[config.mk]
export PLATFORM = sky130hd
export DESIGN_NAME = ad7656_sample_scheduler_flat
export DESIGN_NICKNAME = d
export VERILOG_FILES = /design/src/rtl/ad7656_pkg.sv /design/src/rtl/ad7656_sample_scheduler_if.sv /design/src/rtl/ad7656_period_tick.sv /design/src/rtl/ad7656_sample_scheduler.sv /design/src/flat_wrapper.sv
export SDC_FILE = /design/constraint.sdc
export NUM_CORES = 1
export LEC_CHECK = 0
export CAP_MARGIN = 20
export CORE_AREA = 2 2 215 217
export DETAILED_ROUTE_END_ITERATION = 10
export DIE_AREA = 0 0 217 219
export PLACE_DENSITY = 0.76
export SLEW_MARGIN = 20
export SYNTH_ARGS = -nofsm -noshare
export SYNTH_HDL_FRONTEND = slang
export SYNTH_SLANG_ARGS = --single-unit
export TNS_END_PERCENT = 5
[constraint.sdc]
create_clock -name sys_clk_i -period 15.7 [get_ports sys_clk_i]
set_input_delay 2.355 -clock sys_clk_i [delete_from_list [all_inputs] [get_ports sys_clk_i]]
set_output_delay 2.355 -clock sys_clk_i [all_outputs]
set_load 0.02 [all_outputs]
[src/rtl/ad7656_pkg.sv]
// Shared definitions for the AD7656 acquisition sequencer: FSM encoding,
// default array geometry and status-counter width.
package ad7656_pkg;

    localparam int DATA_W          = 16;
    localparam int ADC_NUM_DEF     = 3;
    localparam int SENSOR_NUM_DEF  = 18;
    localparam int TIMEOUT_CYC_DEF = 5000;
    localparam int CNT_W           = 16;

    typedef enum logic [2:0] {
        ST_IDLE      = 3'd0,
        ST_START     = 3'd1,
        ST_WAIT_DONE = 3'd2,
        ST_SNAPSHOT  = 3'd3,
        ST_STREAM    = 3'd4
    } state_t;

endpackage

[src/rtl/ad7656_sample_scheduler_if.sv]
// Framed sensor-word stream from the sequencer toward the packet/FIFO stage.
interface ad7656_sample_scheduler_if #(
    parameter int CH_W = 5
);
    import ad7656_pkg::*;

    logic              m_valid_o;
    logic              m_ready_i;
    logic [DATA_W-1:0] m_data_o;
    logic [CH_W-1:0]   m_ch_o;
    logic              m_sof_o;
    logic              m_eof_o;

    modport master (
        output m_valid_o, m_data_o, m_ch_o, m_sof_o, m_eof_o,
        input  m_ready_i
    );

    modport slave (
        input  m_valid_o, m_data_o, m_ch_o, m_sof_o, m_eof_o,
        output m_ready_i
    );

endinterface

[src/rtl/ad7656_period_tick.sv]
// Free-running sample-period counter; the period is clamped to >= 2 and only
// re-read at each wrap (or continuously while disabled).
module ad7656_period_tick (
    input  logic        clk,
    input  logic        rst,
    input  logic        enable,
    input  logic [31:0] period,
    output logic        tick
);

    logic [31:0] cnt;
    logic [31:0] per;
    logic [31:0] per_eff;

    assign per_eff = (per < 32'd2) ? 32'd2 : per;
    assign tick    = enable && (cnt == per_eff - 32'd1);

    // Loading while disabled means the first period after enable uses the current input.
    always_ff @(posedge clk or posedge rst) begin
        if (rst) begin
            cnt <= '0;
            per <= '0;
        end else if (!enable || tick) begin
            cnt <= '0;
            per <= period;
        end else begin
            cnt <= cnt + 32'd1;
        end
    end

endmodule

[src/rtl/ad7656_sample_scheduler.sv]
// AD7656 array sequencer: periodic start pulse, done gathering with timeout,
// sensor snapshot and a framed valid/ready word stream.
module ad7656_sample_scheduler
    import ad7656_pkg::*;
#(
    parameter int ADC_NUM     = ADC_NUM_DEF,
    parameter int SENSOR_NUM  = SENSOR_NUM_DEF,
    parameter int CH_W        = 5,
    parameter int TIMEOUT_CYC = TIMEOUT_CYC_DEF
) (
    input  logic                         sys_clk_i,
    input  logic                         rst_i,
    input  logic                         enable_i,
    input  logic [31:0]                  period_i,
    output logic                         start_flag_o,
    input  logic [ADC_NUM-1:0]           convst_done_i,
    input  logic [SENSOR_NUM*DATA_W-1:0] wr_dout_i,
    ad7656_sample_scheduler_if.master    m_if,
    output logic [CNT_W-1:0]             frame_cnt_o,
    output logic                         overrun_o,
    output logic                         timeout_o,
    output logic [CNT_W-1:0]             overrun_cnt_o,
    output logic [CNT_W-1:0]             timeout_cnt_o,
    output logic                         busy_o
);

    localparam int TMO_W = $clog2(TIMEOUT_CYC + 1);

    function automatic logic [CNT_W-1:0] sat_inc(input logic [CNT_W-1:0] v);
        return (&v) ? v : v + 1'b1;
    endfunction

    state_t             state, state_nxt;
    logic               tick;
    logic [ADC_NUM-1:0] done_seen;
    logic [TMO_W-1:0]   tmo_cnt;
    logic [CH_W-1:0]    ch;
    logic [DATA_W-1:0]  shadow [SENSOR_NUM];
    logic               all_done;
    logic               tmo_hit;
    logic               last_ch;

    ad7656_period_tick u_tick (
        .clk    (sys_clk_i),
        .rst    (rst_i),
        .enable (enable_i),
        .period (period_i),
        .tick   (tick)
    );

    // A strobe arriving in the final wait cycle still counts, so done beats timeout.
    assign all_done = &(done_seen | convst_done_i);
    assign tmo_hit  = (tmo_cnt == TMO_W'(TIMEOUT_CYC - 1));
    assign last_ch  = (ch == CH_W'(SENSOR_NUM - 1));

    assign start_flag_o = (state == ST_START);
    assign busy_o       = (state != ST_IDLE);
    assign overrun_o    = tick && (state != ST_IDLE);
    assign timeout_o    = (state == ST_WAIT_DONE) && !all_done && tmo_hit;

    assign m_if.m_valid_o = (state == ST_STREAM);
    assign m_if.m_data_o  = shadow[ch];
    assign m_if.m_ch_o    = ch;
    assign m_if.m_sof_o   = (state == ST_STREAM) && (ch == '0);
    assign m_if.m_eof_o   = (state == ST_STREAM) && last_ch;

    always_comb begin
        state_nxt = state;
        case (state)
            ST_IDLE:      if (tick) state_nxt = ST_START;
            ST_START:     state_nxt = ST_WAIT_DONE;
            ST_WAIT_DONE: begin
                if (all_done)     state_nxt = ST_SNAPSHOT;
                else if (tmo_hit) state_nxt = ST_IDLE;
            end
            ST_SNAPSHOT:  state_nxt = ST_STREAM;
            ST_STREAM:    if (m_if.m_ready_i && last_ch) state_nxt = ST_IDLE;
            default:      state_nxt = ST_IDLE;
        endcase
    end

    always_ff @(posedge sys_clk_i or posedge rst_i) begin
        if (rst_i) begin
            state         <= ST_IDLE;
            done_seen     <= '0;
            tmo_cnt       <= '0;
            ch            <= '0;
            frame_cnt_o   <= '0;
            overrun_cnt_o <= '0;
            timeout_cnt_o <= '0;
        end else begin
            state <= state_nxt;
            if (overrun_o) overrun_cnt_o <= sat_inc(overrun_cnt_o);
            if (timeout_o) timeout_cnt_o <= sat_inc(timeout_cnt_o);
            case (state)
                ST_START: begin
                    done_seen <= '0;
                    tmo_cnt   <= '0;
                end
                ST_WAIT_DONE: begin
                    done_seen <= done_seen | convst_done_i;
                    tmo_cnt   <= tmo_cnt + 1'b1;
                end
                ST_SNAPSHOT: ch <= '0;
                ST_STREAM: begin
                    if (m_if.m_ready_i) begin
                        if (last_ch) begin
                            ch          <= '0;
                            frame_cnt_o <= frame_cnt_o + 1'b1;
                        end else begin
                            ch <= ch + 1'b1;
                        end
                    end
                end
                default: ;
            endcase
        end
    end

    // Shadow copy keeps the stream stable while the ADC wrapper moves on.
    always_ff @(posedge sys_clk_i or posedge rst_i) begin
        if (rst_i) begin
            for (int k = 0; k < SENSOR_NUM; k++) shadow[k] <= '0;
        end else if (state == ST_SNAPSHOT) begin
            for (int k = 0; k < SENSOR_NUM; k++) shadow[k] <= wr_dout_i[k*DATA_W +: DATA_W];
        end
    end

endmodule

[src/flat_wrapper.sv]
// flat-port wrapper written by rule: the top's interface ports become plain ports
module ad7656_sample_scheduler_flat import ad7656_pkg::*;
#(
    parameter int ADC_NUM     = ADC_NUM_DEF,
    parameter int SENSOR_NUM  = SENSOR_NUM_DEF,
    parameter int CH_W        = 5,
    parameter int TIMEOUT_CYC = TIMEOUT_CYC_DEF
)
  (sys_clk_i, rst_i, enable_i, period_i, start_flag_o, convst_done_i, wr_dout_i, frame_cnt_o, overrun_o, timeout_o, overrun_cnt_o, timeout_cnt_o, busy_o, m_if_m_valid_o, m_if_m_data_o, m_if_m_ch_o, m_if_m_sof_o, m_if_m_eof_o, m_if_m_ready_i);
  ad7656_sample_scheduler_if #(.CH_W(CH_W)) m_if_i ();
  input  logic sys_clk_i;
  input  logic rst_i;
  input  logic enable_i;
  input  logic [31:0] period_i;
  output logic start_flag_o;
  input  logic [ADC_NUM-1:0] convst_done_i;
  input  logic [SENSOR_NUM*DATA_W-1:0] wr_dout_i;
  output logic [CNT_W-1:0] frame_cnt_o;
  output logic overrun_o;
  output logic timeout_o;
  output logic [CNT_W-1:0] overrun_cnt_o;
  output logic [CNT_W-1:0] timeout_cnt_o;
  output logic busy_o;
  output wire logic [$bits(m_if_i.m_valid_o)-1:0] m_if_m_valid_o;
  output wire logic [$bits(m_if_i.m_data_o)-1:0] m_if_m_data_o;
  output wire logic [$bits(m_if_i.m_ch_o)-1:0] m_if_m_ch_o;
  output wire logic [$bits(m_if_i.m_sof_o)-1:0] m_if_m_sof_o;
  output wire logic [$bits(m_if_i.m_eof_o)-1:0] m_if_m_eof_o;
  input wire logic [$bits(m_if_i.m_ready_i)-1:0] m_if_m_ready_i;
  assign m_if_m_valid_o = m_if_i.m_valid_o;
  assign m_if_m_data_o = m_if_i.m_data_o;
  assign m_if_m_ch_o = m_if_i.m_ch_o;
  assign m_if_m_sof_o = m_if_i.m_sof_o;
  assign m_if_m_eof_o = m_if_i.m_eof_o;
  assign m_if_i.m_ready_i = m_if_m_ready_i;
  ad7656_sample_scheduler #(.ADC_NUM(ADC_NUM), .SENSOR_NUM(SENSOR_NUM), .CH_W(CH_W), .TIMEOUT_CYC(TIMEOUT_CYC)) u_core (.sys_clk_i(sys_clk_i), .rst_i(rst_i), .enable_i(enable_i), .period_i(period_i), .start_flag_o(start_flag_o), .convst_done_i(convst_done_i), .wr_dout_i(wr_dout_i), .m_if(m_if_i), .frame_cnt_o(frame_cnt_o), .overrun_o(overrun_o), .timeout_o(timeout_o), .overrun_cnt_o(overrun_cnt_o), .timeout_cnt_o(timeout_cnt_o), .busy_o(busy_o));
endmodule
==> metrics.cfg <==
[timing]
rsz0062_at_grt=false
fin_worst_skew_ns=0.0164
slew_viol_final=0
min_period_ns=8.70
hold_viol=0
max-slew-margin-rel=0.274
timing.final.crit_share=0.554
final-setup-viol-count=0
final.setup.tns_ns=0
max_freq_mhz=115
tightest_slew_ns=1.09

[run]
maxCapViolCount=0

[logic_synthesis]
synth_cell_types=56
ys_seq_area_frac=0.525
synth_edf_count=0
synth_ff_type=dfrtp_1
synthMuxAreaShare=0.119
synth_fa_ha_area_frac=0.00557
post_synth_and_or_nand_nor_area_fraction=0.245
avgSynthCellArea_um2=9.59
synth_compound_area_frac=0.0298
syn-num-nets=2443
synthXorXnorAreaFrac=0.0481
syn-cell-area_mm2=0.0202
ys_ff_latch=424
syn_inst=2107
async_reset_ff_frac=1.00
yosysWarnings=0
synth_top_family_by_area=simple AND/OR/NAND/NOR gates

[drt]
drt_iter0_markers=1478
ant_nets=0
drc=0
drt-pass1-iter-count=7
routedWlPerCell_um=20.0
viasPerCell=5.34
num_vias=16575
wirelength_mm=62.0

[layout]
final_nets=2801
area_growth_pct=29.4
stdcell_count=3102
drive_above_1_share=0.0750
multiInputGateArea_mm2=0.00904
seqCellArea_mm2=0.0106
n_fill_cell=3876

[outcome]
status=finished clean

[pwr]
power.leakage_nw=11.1
ir_drop_uv=73.2
powerDensity_mw_per_mm2=88.6

[critical_path]
worst-setup-path-type=flop to primary output
cp.arrival_ns=6.35
required_ns=13.35
crit_path_max_fanout=17
start_kind=flop
rr_startpoint=u_core.u_tick.per[12]$_DFFE_PP0N_
reg2reg_depth=15
ff2ff_setup_slack_ns=9.72
timing.rr.end=u_core.u_tick.per[27]$_DFFE_PP0N_
critPathCaptureType=primary output

[clocking]
cts_root_buf=clkbuf_16
clock_latency_ns=0.57
cts_setup_buffers=0
cts_hold_buf=0
cts-htree-levels=2
post_cts_resized=0
clockBufferDepth=3
cts.sinks=424
clk_pin_slew_ns=0.06
cts_tree=built
cts_made_buffers=45

[grt]
antenna_found_initial=10
grt_pass1_vias=16740
grt_use_met2=0.434
use_met3=0.0431
grt_busiest_layer=met2
grt_max_degree=236
met1_usage=0.351
grt_pass1_wl_mm=95.4
grt-ovfl-total=0
grt_usage=0.262

[floorplan]
fp.dieW_um=217
coreArea_mm2=0.0451
dieArea_mm2=0.0475
die_h_um=219
io_pins=403
start_util=0.448
rows=78

[place]
dp_hpwl_mm=45.1
gp_congestion=0.895
placed_cells=3018
io_buffers=402

[min_path]
min-delay-start=u_core.shadow[269]$_DFFE_PP0P_
hold_class=flop to flop
whs_path_depth=2
hold_end=u_core.shadow[269]$_DFFE_PP0P_

## stage by stage
| stage | hold slack (ns) | utilization | worst slack, ns | total power, W | cell area (µm²) |
|---|---|---|---|---|---|
| after global placement | 0.453 | 0.547 | 7.62 | 0.00130 | 24700 |
| final | 0.470 | 0.580 | 7.00 | 0.00232 | 26100 |
| after global routing | 0.486 | 0.580 | 6.51 | 0.00239 | 26100 |
| after detailed placement | 0.457 | 0.547 | 7.61 | 0.00130 | 24700 |
| after CTS | 0.472 | 0.579 | 6.99 | 0.00234 | 26100 |
| after floorplan | 0.440 | - | 1.54 | 0.00119 | 20200 |
## power by group
part | internal (W) | total [W] | switching, W
Sequential | 0.00110 | 0.00112 | 0.0000150
Clock | 0.000603 | 0.00104 | 0.000437
Combinational | 0.0000928 | 0.000160 | 0.0000669
## worst max path at each step
stage / from / to / slack (ns) / cells after the start
3_3_place_gp: u_core.u_tick.per[12]$_DFFE_PP0N_ / overrun_o / 7.62 / 15
5_1_grt: u_core.u_tick.per[12]$_DFFE_PP0N_ / overrun_o / 6.51 / 15
6_report: u_core.u_tick.per[12]$_DFFE_PP0N_ / overrun_o / 7.00 / 15
4_1_cts: u_core.u_tick.per[12]$_DFFE_PP0N_ / overrun_o / 6.99 / 15
3_5_place_dp: u_core.u_tick.per[12]$_DFFE_PP0N_ / overrun_o / 7.61 / 15
2_1_floorplan: rst_i / u_core.done_seen[0]$_DFFE_PP0P_ / 1.54 / 1
## logic make-up after synthesis
logic type / Yosys count
simple gates: 1192
flops: 424
buf+inv: 138
mux: 136
xor+xnor: 111
compound gates: 97
fa+ha+maj: 9
## Yosys cell counts (12+ instances only)
master	n	area, µm²
buf_1	14	52.6
nor3_1	29	145
and3_1	29	181
xor2_1	58	508
a21oi_1	18	90.1
a31oi_1	12	75.1
inv_1	32	120
clkbuf_1	82	308
xnor2_1	53	464
nand2_1	920	3450
o22ai_1	18	113
nor2_1	80	300
o21ai_0	30	150
mux4_2	80	1800
nand4_1	24	150
mux2_1	26	293
mux2i_1	20	200
dfrtp_1	424	10600
nand3_1	48	240
## worst max-delay path, cell delays in order, from the launching register on
cell	delay [ns]
dfrtp_1	0.45
nor3_1	0.69
and4_1	0.38
nand3_1	0.42
nand2_1	0.20
ha_1	0.32
nor4b_1	0.28
and4_1	0.41
nand3b_1	0.16
mux2i_1	0.19
o2111ai_1	0.12
nor4_1	0.29
nand3_1	0.56
or2_2	0.55
nor2_1	0.11
clkdlybuf4s50_1	0.64
## placed cells by master (no fill, tap or decap), types with 24 or more instances in the layout
cell type / n
clkdlybuf4s50_1: 402
nand4_1: 24
xor2_1: 58
nor3_1: 29
and3_1: 29
nand2_1: 920
clkbuf_16: 47
xnor2_1: 53
mux4_2: 80
dfrtp_1: 422
inv_1: 31
nand3_1: 48
mux2_1: 26
nor2_1: 80
o21ai_0: 30
## layout make-up
class	instances	area share
clock buffers	65	0.0510
inverters	32	0.00488
well taps	600	0.0287
diodes	8	0.000766
flip-flops and latches	424	0.406
multi-input cells	1545	0.346
clock inverters	11	0.00354
repair buffers	417	0.159
## metal layers
metal	up-vias	wire, µm
met5	-	25
met4	4	1810
met3	97	4100
met2	586	29900
met1	8213	26100
li1	7675	-
## flip-flops by register name, summed over array words and instances (netlist names)
| register | cells |
|---|---|
| u_core.state | 3 |
| u_core.timeout_cnt_o | 16 |
| u_core.u_tick.cnt | 32 |
| u_core.m_if.m_ch_o | 5 |
| u_core.shadow | 288 |
| u_core.u_tick.per | 32 |
| u_core.frame_cnt_o | 16 |
| u_core.tmo_cnt | 13 |
| u_core.done_seen | 3 |
| u_core.overrun_cnt_o | 16 |
Note: power is estimated with default switching activity, not from simulation.
